==> src/rtl/sensor_debouncer.sv <==
// Sensor input conditioning: two-flop synchroniser followed by a counting debouncer
// that emits a clean level plus one-cycle load/rise/fall strobes on each accepted change.
module sensor_debouncer #(
    parameter bit INI             = 1'b0,
    parameter bit INVERT          = 1'b0,
    parameter int DEBOUNCE_CYCLES = 120000,
    parameter int CW              = $clog2(DEBOUNCE_CYCLES + 1)
) (
    input  logic clk,
    input  logic rst_n,
    input  logic sensor_in,
    output logic out_d,
    output logic out_load,
    output logic out_rise,
    output logic out_fall,
    output logic out_busy
);

    typedef enum logic {
        ST_STABLE   = 1'b0,
        ST_COUNTING = 1'b1
    } state_t;

    localparam logic [CW-1:0] CNT_ONE  = CW'(1);
    localparam logic [CW-1:0] CNT_LAST = CW'(DEBOUNCE_CYCLES - 1);

    logic   sync1_q, sync2_q;
    state_t state_q, state_d;
    logic   [CW-1:0] cnt_q, cnt_d;
    logic   stable_q, stable_d;
    logic   load_q, load_d;
    logic   rise_q, rise_d;
    logic   fall_q, fall_d;
    logic   busy_q, busy_d;
    logic   accept;

    always_ff @(posedge clk or negedge rst_n) begin
        if (!rst_n) begin
            sync1_q <= INI;
            sync2_q <= INI;
        end else begin
            sync1_q <= sensor_in ^ INVERT;
            sync2_q <= sync1_q;
        end
    end

    // A single-cycle window accepts straight from STABLE, so COUNTING is never entered.
    always_comb begin
        state_d  = state_q;
        cnt_d    = cnt_q;
        stable_d = stable_q;
        load_d   = 1'b0;
        rise_d   = 1'b0;
        fall_d   = 1'b0;
        accept   = 1'b0;
        case (state_q)
            ST_STABLE: begin
                cnt_d = '0;
                if (sync2_q != stable_q) begin
                    if (DEBOUNCE_CYCLES == 1) begin
                        accept = 1'b1;
                    end else begin
                        state_d = ST_COUNTING;
                        cnt_d   = CNT_ONE;
                    end
                end
            end
            ST_COUNTING: begin
                if (sync2_q == stable_q) begin
                    state_d = ST_STABLE;
                    cnt_d   = '0;
                end else if (cnt_q == CNT_LAST) begin
                    accept = 1'b1;
                end else begin
                    cnt_d = cnt_q + CNT_ONE;
                end
            end
            default: begin
                state_d = ST_STABLE;
                cnt_d   = '0;
            end
        endcase
        if (accept) begin
            stable_d = sync2_q;
            load_d   = 1'b1;
            rise_d   = sync2_q;
            fall_d   = ~sync2_q;
            cnt_d    = '0;
            state_d  = ST_STABLE;
        end
        busy_d = (state_d == ST_COUNTING);
    end

    always_ff @(posedge clk or negedge rst_n) begin
        if (!rst_n) begin
            state_q  <= ST_STABLE;
            cnt_q    <= '0;
            stable_q <= INI;
            load_q   <= 1'b0;
            rise_q   <= 1'b0;
            fall_q   <= 1'b0;
            busy_q   <= 1'b0;
        end else begin
            state_q  <= state_d;
            cnt_q    <= cnt_d;
            stable_q <= stable_d;
            load_q   <= load_d;
            rise_q   <= rise_d;
            fall_q   <= fall_d;
            busy_q   <= busy_d;
        end
    end

    assign out_d    = stable_q;
    assign out_load = load_q;
    assign out_rise = rise_q;
    assign out_fall = fall_q;
    assign out_busy = busy_q;

endmodule

==> config.mk <==
export PLATFORM = sky130hd
export DESIGN_NAME = sensor_debouncer
export DESIGN_NICKNAME = d
export VERILOG_FILES = /design/src/rtl/sensor_debouncer.sv
export SDC_FILE = /design/constraint.sdc
export NUM_CORES = 1
export LEC_CHECK = 0
export ABC_AREA = 1
export ABC_CLOCK_PERIOD_IN_PS = 2600
export CAP_MARGIN = 15
export CORE_ASPECT_RATIO = 0.8
export CORE_UTILIZATION = 45
export CTS_CLUSTER_SIZE = 16
export DETAILED_ROUTE_END_ITERATION = 6
export GPL_TIMING_DRIVEN = 0
export SLEW_MARGIN = 5
export SYNTH_ARGS = -nofsm -noshare
export SYNTH_HDL_FRONTEND = slang
export SYNTH_SLANG_ARGS = --single-unit
==> constraint.sdc <==
create_clock -name clk -period 2.6 [get_ports clk]
set_input_delay 0.39 -clock clk [delete_from_list [all_inputs] [get_ports clk]]
set_output_delay 0.39 -clock clk [all_outputs]
set_load 0.01 [all_outputs]
-- Yosys cells after proc, flatten, opt, wreduce, memory -nomap -nowiden
Cells that the tools add are included.
- flip-flop bits (word level): 24
- bits in latches: 0
- bits in writable memories: 0
- bits in read-only memories: 0
- input port bits: 3
- output and inout port bits: 5
- logic and storage cells: 30
- memories: 0
- add/subtract/negate cells: 1
- $mul: 0
- div/mod/pow operators: 0
- $lt $le $gt $ge: 0
- eq/ne operators: 4
- shifts and indexed selects: 0
- muxes and demuxes: 15
- bitwise gates (word level): 2
- reduce and logical (&&, ||, !) cells: 0
- operators with widths (operator ; count):
    $mux W17 ; 3
    $pmux W17 S2 ; 1
    $add A17 B1 Y17 const B ; 1
    $eq A17 B17 Y1 const B ; 1
    $mux W1 ; 10
    $ne A4 B4 Y1 const B ; 1
    $not A1 Y1 ; 2
    $pmux W1 S2 ; 1
    $eq A1 B1 Y1 ; 1
    $ne A1 B1 Y1 ; 1

-- Depth between registers and ports, before layout
- depth after elaboration: 5
- mapped depth: 8
- gate-level depth less buffers: 8

-- Least setup slack after synthesis
Ideal clock, no wire load.
- kind: reg-to-reg
- start point: register cnt_q[0]
- end point: register cnt_q[12]
- arrival time: 1144 ps
- required time: 2478 ps
- setup slack: 1334 ps
- cell stages (with the launch flop): 8
- path buffers: 1
- cells stage by stage: dfrtp_1 -> ha_1 -> nand3_2 -> nor2_2 -> nand3_2 -> nand3_4 -> buf_12 -> nor2_2
- cells in the longest elaborated chain, start to end: 5
- elaborated cells on any way between the ends: 10
- classes of those cells: add/sub (1); eq/ne (2); mux (7)
- ends and longest elaborated chain (what ; RTL line ; text):
    from (decl) ; 29 ; logic [CW-1:0] cnt_q, cnt_d;
    from (signal assigned) ; 105 ; cnt_q <= cnt_d;
    $add A17 B1 Y17 / $eq A17 B17 Y1 (equally long branches) ; 75, 72 ;
    $mux W17 / $mux W1 (equally long branches) ; 72 ; end else if (cnt_q == CNT_LAST) begin
    $mux W17 / $mux W1 (equally long branches) ; 69 ; if (sync2_q == stable_q) begin
    $pmux W17 S2 / $mux W1 (equally long branches) ; 56 ; case (state_q)
    $mux W17 / $ne A4 B4 Y1 (equally long branches) ; n/a ;
Parallel ways exist; a longest one is shown, timed or not. The select of a mux whose other input is x is not followed.
A chain may end at the register's enable or synchronous reset.

-- Worst setup path after layout
- start point: register busy_q, in the netlist out_busy
- end point: output out_busy
- RTL lines (what ; RTL line ; text):
    from (decl) ; 34 ; logic busy_q, busy_d;
    from (signal assigned) ; 110 ; busy_q <= busy_d;
    to (decl) ; 16 ; output logic out_busy
No word-level cell between the ends.

==> metrics.cfg <==
[outcome]
outcome=complete, no violations

[global_routing]
met1_usage_pct=25.1
grt_pass1_vias=1023
antenna_found_initial=0
grt-busiest-layer=met2
grt_pass1_wl_um=4610
grt_use_met3_pct=4.32
grt_start_max_net_pins=25
grt_overflow=0
gr-usage-all-layers_pct=19.9
grtUsageMet2_pct=33.2

[sta]
worst_slack_ps=879
fin_skew_ps=2.51
period_needed_ps=1720
hold_violations=0
worst_pin_slew_ps=428
slew_violations=0
setup_tns_ps=0
period_share_pct=66.2
timing.slew.headroom_pct=71.4
setup_viol=0
rsz0062_at_grt=no
max_freq_ghz=0.581

[floorplan]
dieHeight_um=50.5
die-area_um2=3160
core_region_area_um2=2790
num_io_pins=8
fp-row-count=17
start_util_pct=47.5
die_x_um=62.6

[cells_and_area]
post-route-util_pct=54.8
mostFrequentLayoutCell=nand2_1
fin_cells=219
insertedDiodeCount=0
final_cell_mix=44 x nand2_1, 29 x nor2_1, 24 x dfrtp_1
final_layout_size_suffix_gt1_share_pct=16.0
fin_nets=186
area_growth_pct=15.4

[critical_path]
worst_ep_arrival_time_ps=1330
start_kind=flop
path_class=reg -> out
cp_max_fo=5
cpPeakStageDelay_ps=580
setup.worst_path.end_class=output port
crit_required_ps=2210
critical_path_buf_inv_count=1
path_delay_family=buffers and inverters
cp_cell_sequence=clkdlybuf4s50_1
slowest_stage=clkdlybuf4s50_1

[synth]
postSynthAreaPerCell_um2=7.83
ys_ff_latch=24
synthCells=169
synthTopCellsByArea=dfrtp_1 45%, nand2_1 12%, nor2_1 8.2%
synthMuxAreaShare_pct=0
synth_compound_area_share_pct=1.51
syn_area_um2=1320
synth_top_cell_area_share_pct=45.4
synth_top_family_by_area=simple AND/OR/NAND/NOR gates
synth_xor_area_share_pct=5.29
synthAdderAreaFrac_pct=0.945
ys_seq_area_share_pct=45.4
synth_cell_types=20
synth_nets=173
yosys.area_share.simple_pct=39.0
yosys_warnings=0
synth_top_area_cell=dfrtp_1

[cts]
cts_tree=done
htreeDepth=1
cts_resized=0
clk_latency_ps=270
cts_sinks=24
path_clk_slew_ps=90
cts-buffers-inserted=3
clock-root-buffer=clkbuf_8
hold_buffers=0
cts_setup_buffers=0
clock_path_buffers=2

[run]
maxCapViolCount=0

[placement]
gp_congestion=0.883
dpl_worst_slack_ps=877
io_buffer_count=7
post-dp-hpwl_um=1960
placed_cells=214

[pwr]
powerDensity_nw_per_um2=488
p_leak_nw=0.688
power_mw=0.745
ir_drop_mv=0.318

[route]
routedWlPerCell_um=12.3
drt_iter0_drc=36
firstDrtPassIters=4
vias_per_cell=4.87
ant_nets=0
dr_total_vias=1066
drc_errors=0
routed_wl_um=2690

[min_path]
worstHoldPathType=reg -> reg

cell usage after synthesis (all sizes together):
| cell | number |
|---|---|
| nor3 | 1 |
| o21ai | 1 |
| ha | 1 |
| nand3 | 17 |
| nand2 | 45 |
| buf | 2 |
| o21bai | 2 |
| nor2 | 43 |
| xnor2 | 2 |
| nand4 | 3 |
| xor2 | 6 |
| inv | 21 |
| and2 | 1 |
| dfrtp | 24 |
worst paths after layout:
path / startpoint / to / slack (ps) / cells after the start
max: out_busy / out_busy / 880 / 1
min: sync1_q / sync2_q / 360 / 0
max reg2reg: cnt_q[0] / cnt_q[0] / 1080 / 6
min reg2reg: sync1_q / sync2_q / 360 / 0
max in group asynchronous: rst_n / out_d / 1740 / 2
min in group asynchronous: rst_n / cnt_q[15] / 420 / 1
registers in the layout (all words and copies together), names as in the netlist:
name and cells:
out_fall 1, sync2_q 1, out_load 1, cnt_q 17, out_rise 1, out_d 1
sync1_q 1, out_busy 1
where the power goes:
| group | total, mW | leakage (nW) | switching, mW | internal (mW) |
|---|---|---|---|---|
| clock network | 0.330 | 0.0357 | 0.124 | 0.206 |
| logic | 0.0337 | 0.326 | 0.0205 | 0.0132 |
| registers | 0.381 | 0.326 | 0.00410 | 0.377 |
through the flow:
step | hold slack (ps) | instance area (um2)
global route | 371 | 1530
CTS | 370 | 1510
floorplan | 94.4 | 1320
finish | 363 | 1530
global placement | 331 | 1440
detailed placement | 349 | 1440
logic make-up (layout without fill, tap and decap cells):
logic type | Yosys count | in the layout
DFF | 24 | 24
and+or+nand+nor | 110 | 110
adders and majority gates | 1 | 1
AOI/OAI and AO/OA | 3 | 3
xor gates and xnor gates | 8 | 8
buffers and inverters | 23 | 35
area by class of cell:
type,instances,area [um2]
multi-input combinational,122,619
timing repair buffer,8,85.1
clock inverter,1,30.0
clock buffer,3,41.3
tap,38,47.5
buffer,2,25.0
inverter,21,78.8
sequential,24,601
fill,285,1260
routing by layer:
layer	vias up	wire, um
met4	0	38
li1	544	-
met2	21	1210
met1	496	1340
met3	5	112
met5	-	0
(Power assumes the default switching activity.)
